[src/rtl/hdmi_link_ctrl.sv]
// HDMI pass-through link bring-up FSM: sequences decoder and TX PLL resets,
// qualifies receive stability and switches video source on frame boundaries.
module hdmi_link_ctrl #(
  parameter int RX_RST_CYCLES = 16,
  parameter int LOCK_WAIT     = 250000,
  parameter int STABLE_CYCLES = 2500,
  parameter int TX_RST_CYCLES = 64,
  parameter int VSYNC_TIMEOUT = 1250000
) (
  input  logic       clk25,
  input  logic       rstin,
  input  logic       rx_plllckd,
  input  logic [2:0] rx_rdy,
  input  logic       rx_psalgnerr,
  input  logic       rx_vsync,
  input  logic       tx_lock,
  input  logic       force_pattern,
  output logic       rx_exrst,
  output logic       tx_pll_reset,
  output logic       src_sel,
  output logic       link_up,
  output logic [2:0] state,
  output logic [7:0] err_count
);

  function automatic int imax(input int a, input int b);
    return (a > b) ? a : b;
  endfunction

  localparam int CMAX = imax(imax(RX_RST_CYCLES, LOCK_WAIT), imax(STABLE_CYCLES, TX_RST_CYCLES));
  localparam int CW   = $clog2(CMAX + 1);
  localparam int PW   = $clog2(VSYNC_TIMEOUT + 1);

  localparam logic [CW-1:0] RXR_LAST = CW'(RX_RST_CYCLES - 1);
  localparam logic [CW-1:0] LW_LAST  = CW'(LOCK_WAIT - 1);
  localparam logic [CW-1:0] ST_LAST  = CW'(STABLE_CYCLES - 1);
  localparam logic [CW-1:0] TXR_LAST = CW'(TX_RST_CYCLES - 1);
  localparam logic [PW-1:0] PT_LAST  = PW'(VSYNC_TIMEOUT - 1);

  typedef enum logic [2:0] {
    S_RXRST  = 3'd0,
    S_WAIT   = 3'd1,
    S_STABLE = 3'd2,
    S_TXRST  = 3'd3,
    S_TXWAIT = 3'd4,
    S_RUN    = 3'd5
  } st_t;

  // Synchronizers; index [1] is the synchronized value, vsync keeps one more tap
  logic [1:0]      lock_sy, algn_sy, txl_sy, frc_sy;
  logic [1:0][2:0] rdy_sy;
  logic [2:0]      vs_sy;

  always_ff @(posedge clk25 or posedge rstin) begin
    if (rstin) begin
      lock_sy <= '0;
      algn_sy <= '0;
      txl_sy  <= '0;
      frc_sy  <= '0;
      rdy_sy  <= '0;
      vs_sy   <= '0;
    end else begin
      lock_sy <= {lock_sy[0], rx_plllckd};
      algn_sy <= {algn_sy[0], rx_psalgnerr};
      txl_sy  <= {txl_sy[0], tx_lock};
      frc_sy  <= {frc_sy[0], force_pattern};
      rdy_sy  <= {rdy_sy[0], rx_rdy};
      vs_sy   <= {vs_sy[1:0], rx_vsync};
    end
  end

  logic good, txl_s, desired, vs_rise;
  assign good    = lock_sy[1] & (&rdy_sy[1]) & ~algn_sy[1];
  assign txl_s   = txl_sy[1];
  assign desired = ~frc_sy[1];
  assign vs_rise = vs_sy[1] & ~vs_sy[2];

  st_t           cur, nxt;
  logic [CW-1:0] cnt, cnt_nxt;
  logic          err_inc;

  always_comb begin
    nxt     = cur;
    cnt_nxt = cnt;
    err_inc = 1'b0;
    case (cur)
      S_RXRST: begin
        cnt_nxt = cnt + 1'b1;
        if (cnt == RXR_LAST) nxt = S_WAIT;
      end
      S_WAIT: begin
        cnt_nxt = cnt + 1'b1;
        if (good) nxt = S_STABLE;
        else if (cnt == LW_LAST) begin
          nxt     = S_RXRST;
          err_inc = 1'b1;
        end
      end
      S_STABLE: begin
        cnt_nxt = cnt + 1'b1;
        if (!good) nxt = S_WAIT;
        else if (cnt == ST_LAST) nxt = S_TXRST;
      end
      S_TXRST: begin
        cnt_nxt = cnt + 1'b1;
        if (cnt == TXR_LAST) nxt = S_TXWAIT;
      end
      S_TXWAIT: begin
        cnt_nxt = cnt + 1'b1;
        if (!good) begin
          nxt     = S_RXRST;
          err_inc = 1'b1;
        end else if (txl_s) nxt = S_RUN;
        else if (cnt == LW_LAST) begin
          nxt     = S_TXRST;
          err_inc = 1'b1;
        end
      end
      S_RUN: begin
        // RX loss outranks TX loss so a combined fault restarts from the decoder
        if (!good) begin
          nxt     = S_RXRST;
          err_inc = 1'b1;
        end else if (!txl_s) begin
          nxt     = S_TXRST;
          err_inc = 1'b1;
        end
      end
      default: nxt = S_RXRST;
    endcase
    if (nxt != cur) cnt_nxt = '0;
  end

  always_ff @(posedge clk25 or posedge rstin) begin
    if (rstin) begin
      cur          <= S_RXRST;
      cnt          <= '0;
      rx_exrst     <= 1'b1;
      tx_pll_reset <= 1'b1;
      link_up      <= 1'b0;
      err_count    <= '0;
    end else begin
      cur          <= nxt;
      cnt          <= cnt_nxt;
      rx_exrst     <= (nxt == S_RXRST);
      tx_pll_reset <= (nxt == S_RXRST) || (nxt == S_WAIT) ||
                      (nxt == S_STABLE) || (nxt == S_TXRST);
      link_up      <= (nxt == S_RUN);
      if (err_inc && (err_count != 8'hFF)) err_count <= err_count + 8'd1;
    end
  end

  assign state = cur;

  // Source select: only moves inside RUN, restarts at test pattern on each entry
  logic [PW-1:0] pend_cnt;

  always_ff @(posedge clk25 or posedge rstin) begin
    if (rstin) begin
      src_sel  <= 1'b0;
      pend_cnt <= '0;
    end else if ((nxt != S_RUN) || (cur != S_RUN)) begin
      src_sel  <= 1'b0;
      pend_cnt <= '0;
    end else if (desired == src_sel) begin
      pend_cnt <= '0;
    end else if (vs_rise || (pend_cnt == PT_LAST)) begin
      src_sel  <= desired;
      pend_cnt <= '0;
    end else begin
      pend_cnt <= pend_cnt + 1'b1;
    end
  end

endmodule

[config.mk]
export PLATFORM = sky130hd
export DESIGN_NAME = hdmi_link_ctrl
export DESIGN_NICKNAME = d
export VERILOG_FILES = /design/src/rtl/hdmi_link_ctrl.sv
export SDC_FILE = /design/constraint.sdc
export NUM_CORES = 1
export LEC_CHECK = 0
export ABC_AREA = 1
export CORE_AREA = 2 2 100 102
export DETAILED_ROUTE_END_ITERATION = 10
export DIE_AREA = 0 0 102 104
export PLACE_DENSITY = 0.68
export SYNTH_ARGS = -nofsm -noshare
export SYNTH_HDL_FRONTEND = slang
export SYNTH_SLANG_ARGS = --single-unit
[constraint.sdc]
create_clock -name clk25 -period 3.6 [get_ports clk25]
set_clock_uncertainty 0.1 [all_clocks]
set_input_delay 0.36 -clock clk25 [delete_from_list [all_inputs] [get_ports clk25]]
set_output_delay 0.36 -clock clk25 [all_outputs]
set_load 0.05 [all_outputs]
==> metrics.md <==
| Metric | Value |
|---|---|
| Detailed Route WL | 7113 um |
| Largest family of logic cells by synthesized area | simple AND/OR/NAND/NOR gates |
| Fin nets | 474 |
| Post-synthesis cell type with the largest combined area | dfrtp_1 |
| Global-route wire length before repair | 12,770 um |
| Hold crit path type | reg2reg |
| Core area | 9549 um^2 |
| Yosys reg bits | 71 |
| Pin count of the biggest net entering global routing | 72 |
| Routed length on met2 | 3486 um |
| Antenna Nets Post-Route | 0 |
| Pre-CTS setup slack | 1310 ps |
| N_diodes | 0 |
| Worst path top cell family by delay | simple AND/OR/NAND/NOR gates |
| Drt initial violations | 124 |
| Final Critical Period | 2310 ps |
| Placed insts | 583 |
| Unique masters post-synth | 36 |
| Compound-cell area share of the yosys netlist | 4.064% |
| Max cap viols | 0 |
| # clock sinks | 71 |
| Synth area leaders | dfrtp_1 47%, nand2_1 7.3%, nor2_1 5.6% |
| Layout Cells excl Fill | 599 |
| Post-cts resize count | 0 |
| Initial antenna violation count | 0 |
| Final worst path period share | 64.18% |
| Multi-input logic area | 1665 um^2 |
| Worst setup EP type | flip-flop |
| Chip Height | 104 um |
| Worst-path maximum fanout | 14 |
| Crit path kind | reg2reg |
| Worst path required time | 3750 ps |
| Seq. cell area | 1779 um^2 |
| Placer Congestion | 0.8864 |
| CTS tree | yes |
| CTS Buffer Depth | 2 |
| Seq/Total Area, Yosys | 48.15% |
| Critical Path AT | 2460 ps |
| Area share of the largest cell type after synthesis | 46.73% |
| Final setup fails | 0 |
| CTS buffer count | 9 |
| WHS | 251.0 ps |
| Routed len/inst | 11.87 um |
| Hold Vio Cnt, Final | 0 |
| Clk root buf | clkbuf_8 |
| Max-slew violation count | 0 |
| Post-Syn Nets | 441 |
| Syn Area/Cell | 8.633 um^2 |
| Mux contribution to synthesized area | 0.2709% |
| Critical Path, Cell by Cell | ha_1 -> nand3_1 -> inv_1 -> nand2_1 -> nor3_1 -> nand3_1 -> nand3_1 -> o21ai_0 -> o31ai_1 |
| Post-DP HPWL | 5164 um |
| Vias/cell | 4.826 |
| Startpoint Class | flip-flop |
| TritonRoute pass-1 iters | 4 |
| Max Used Layer | met4 |
| Syn Inst Count | 428 |
| Layout cell share with drive strength beyond 1 | 13.73% |
| Met1 wire length | 3282 um |
| Post-Synth XOR/XNOR Area | 6.637% |
| Fin worst setup slack | 1290 ps |
| Most common cell in the netlist | nand2_1 |
| Drc violations | 0 |
| P per Cell Area | 418.7 nW/um^2 |
| Outcome | complete, no violations |
| Setup TNS Final | 0 ps |
| RSZ-0062 raised after global routing | no |
| Die Wd | 102 um |
| Top FF cell, synth | dfrtp_1 |
| Max frequency | 0.4328 GHz |
| Clk_lat worst skew | 340 ps |
| Yosys Warn Count | 0 |
| CTS HTree Levels | 3 |
| Total Die Area | 10,610 um^2 |
| Reg clk slew, reported paths | 80 ps |
| Starting density of the core | 38.69% |
| Filler instances | 948 |
| Area of the mapped netlist | 3695 um^2 |
| Port Buf Inserts | 24 |
| Peak supply drop | 0.2137 mV |
| GRT Overall Usage | 14.74% |
| Slowest stage cell, crit path | dfrtp_1 |
| Hold Buf Count CTS | 0 |
| Worst rel slew slack | 63.81% |
| Synth async-reset ratio | 100.0% |
| Setup Buffers After CTS | 0 |
| GRT overflow | 0 |
| Most instantiated cells after synthesis | 72 x nand2_1, 69 x dfrtp_1, 55 x nor2_1 |
| Buf/Inv on CP | 1 |
| Post-synth EDFFs | 0 |
| Most used cell, CP | nand3_1 |
| Worst-Margin Slew | 541.3 ps |
| Simple-gate share of the synthesized area | 33.08% |
| Num rows | 36 |
| CP max stage delay | 420 ps |
| Met3 WL | 244 um |
| Area growth syn-to-layout | 15.92% |
| Leakage Power | 1.821 nW |
| Adder-cell share of the synthesized area | 1.016% |
| DR vias | 2,891 |
| Number of global-route vias before repair | 2,961 |
| Ports | 25 |
-- power by group --
part           total (mW)  switching (mW)  internal [mW]
registers           0.864          0.0325          0.832
logic               0.357           0.254          0.103
clock network       0.573           0.315          0.258
total                1.79           0.601           1.19
-- cell families after synthesis --
family	count (synthesis)
DFF	71
and+or+nand+nor	238
muxes	1
AOI/OAI and AO/OA	25
buffers and inverters	62
xor gates and xnor gates	28
adders and majority gates	3
-- metal layers --
metal / global-route usage (%) / vias to the layer above
li1: - / 1453
met1: 18.49 / 1375
met5: 0 / -
met4: 4.381 / 0
met2: 24.48 / 49
met3: 4.234 / 14
-- registers in the layout, indices dropped and copies added (netlist names), 2 cells and up --
register / flops
algn_sy: 2
cnt: 18
err_count: 8
frc_sy: 2
lock_sy: 2
pend_cnt: 21
rdy_sy: 6
state: 3
txl_sy: 2
vs_sy: 3
-- path summary, 6_finish.rpt --
kind	start	to	slack, ps	cells after the start
max in group asynchronous	rstin	tx_pll_reset	2750	3
setup reg to reg	pend_cnt[0]	src_sel	1290	9
hold reg to reg	rdy_sy[1]	rdy_sy[4]	250	0
min in group asynchronous	rstin	pend_cnt[8]	310	3
hold / removal	rdy_sy[1]	rdy_sy[4]	250	0
setup / recovery	pend_cnt[0]	src_sel	1290	9
-- cell usage in the layout, fill, tap and decap left out, types with 3 or more instances in the layout --
cell type,count
nor2_1,55
xor2_1,21
ha_1,3
buf_4,3
nand4_1,12
nor4_1,9
nor2_4,11
nand3_2,6
nand3b_1,3
o21ai_0,6
nand2_1,72
a211oi_1,4
xnor2_1,7
nand2_2,7
inv_1,50
nand3_1,29
nor3_1,21
clkbuf_8,9
a21oi_1,9
nor2_2,5
clkdlybuf4s50_1,24
dfrtp_1,69
inv_2,6
-- through the flow --
step	utilization (%)	power [mW]	area, um^2
4_1_cts	44.85	1.824	4283
2_1_floorplan	-	1.201	3695
6_report	44.85	1.793	4283
3_3_place_gp	42.98	1.239	4104
5_1_grt	44.85	1.895	4283
3_5_place_dp	42.98	1.243	4104
-- layout make-up --
class	count	area share, %
clock inverter	7	1.285
clock buffer	9	2.892
multi-input combinational	295	38.88
inverter	56	4.908
sequential	71	41.54
timing repair buffer	28	6.602
tap	133	3.885
(Power assumes the default switching activity.)
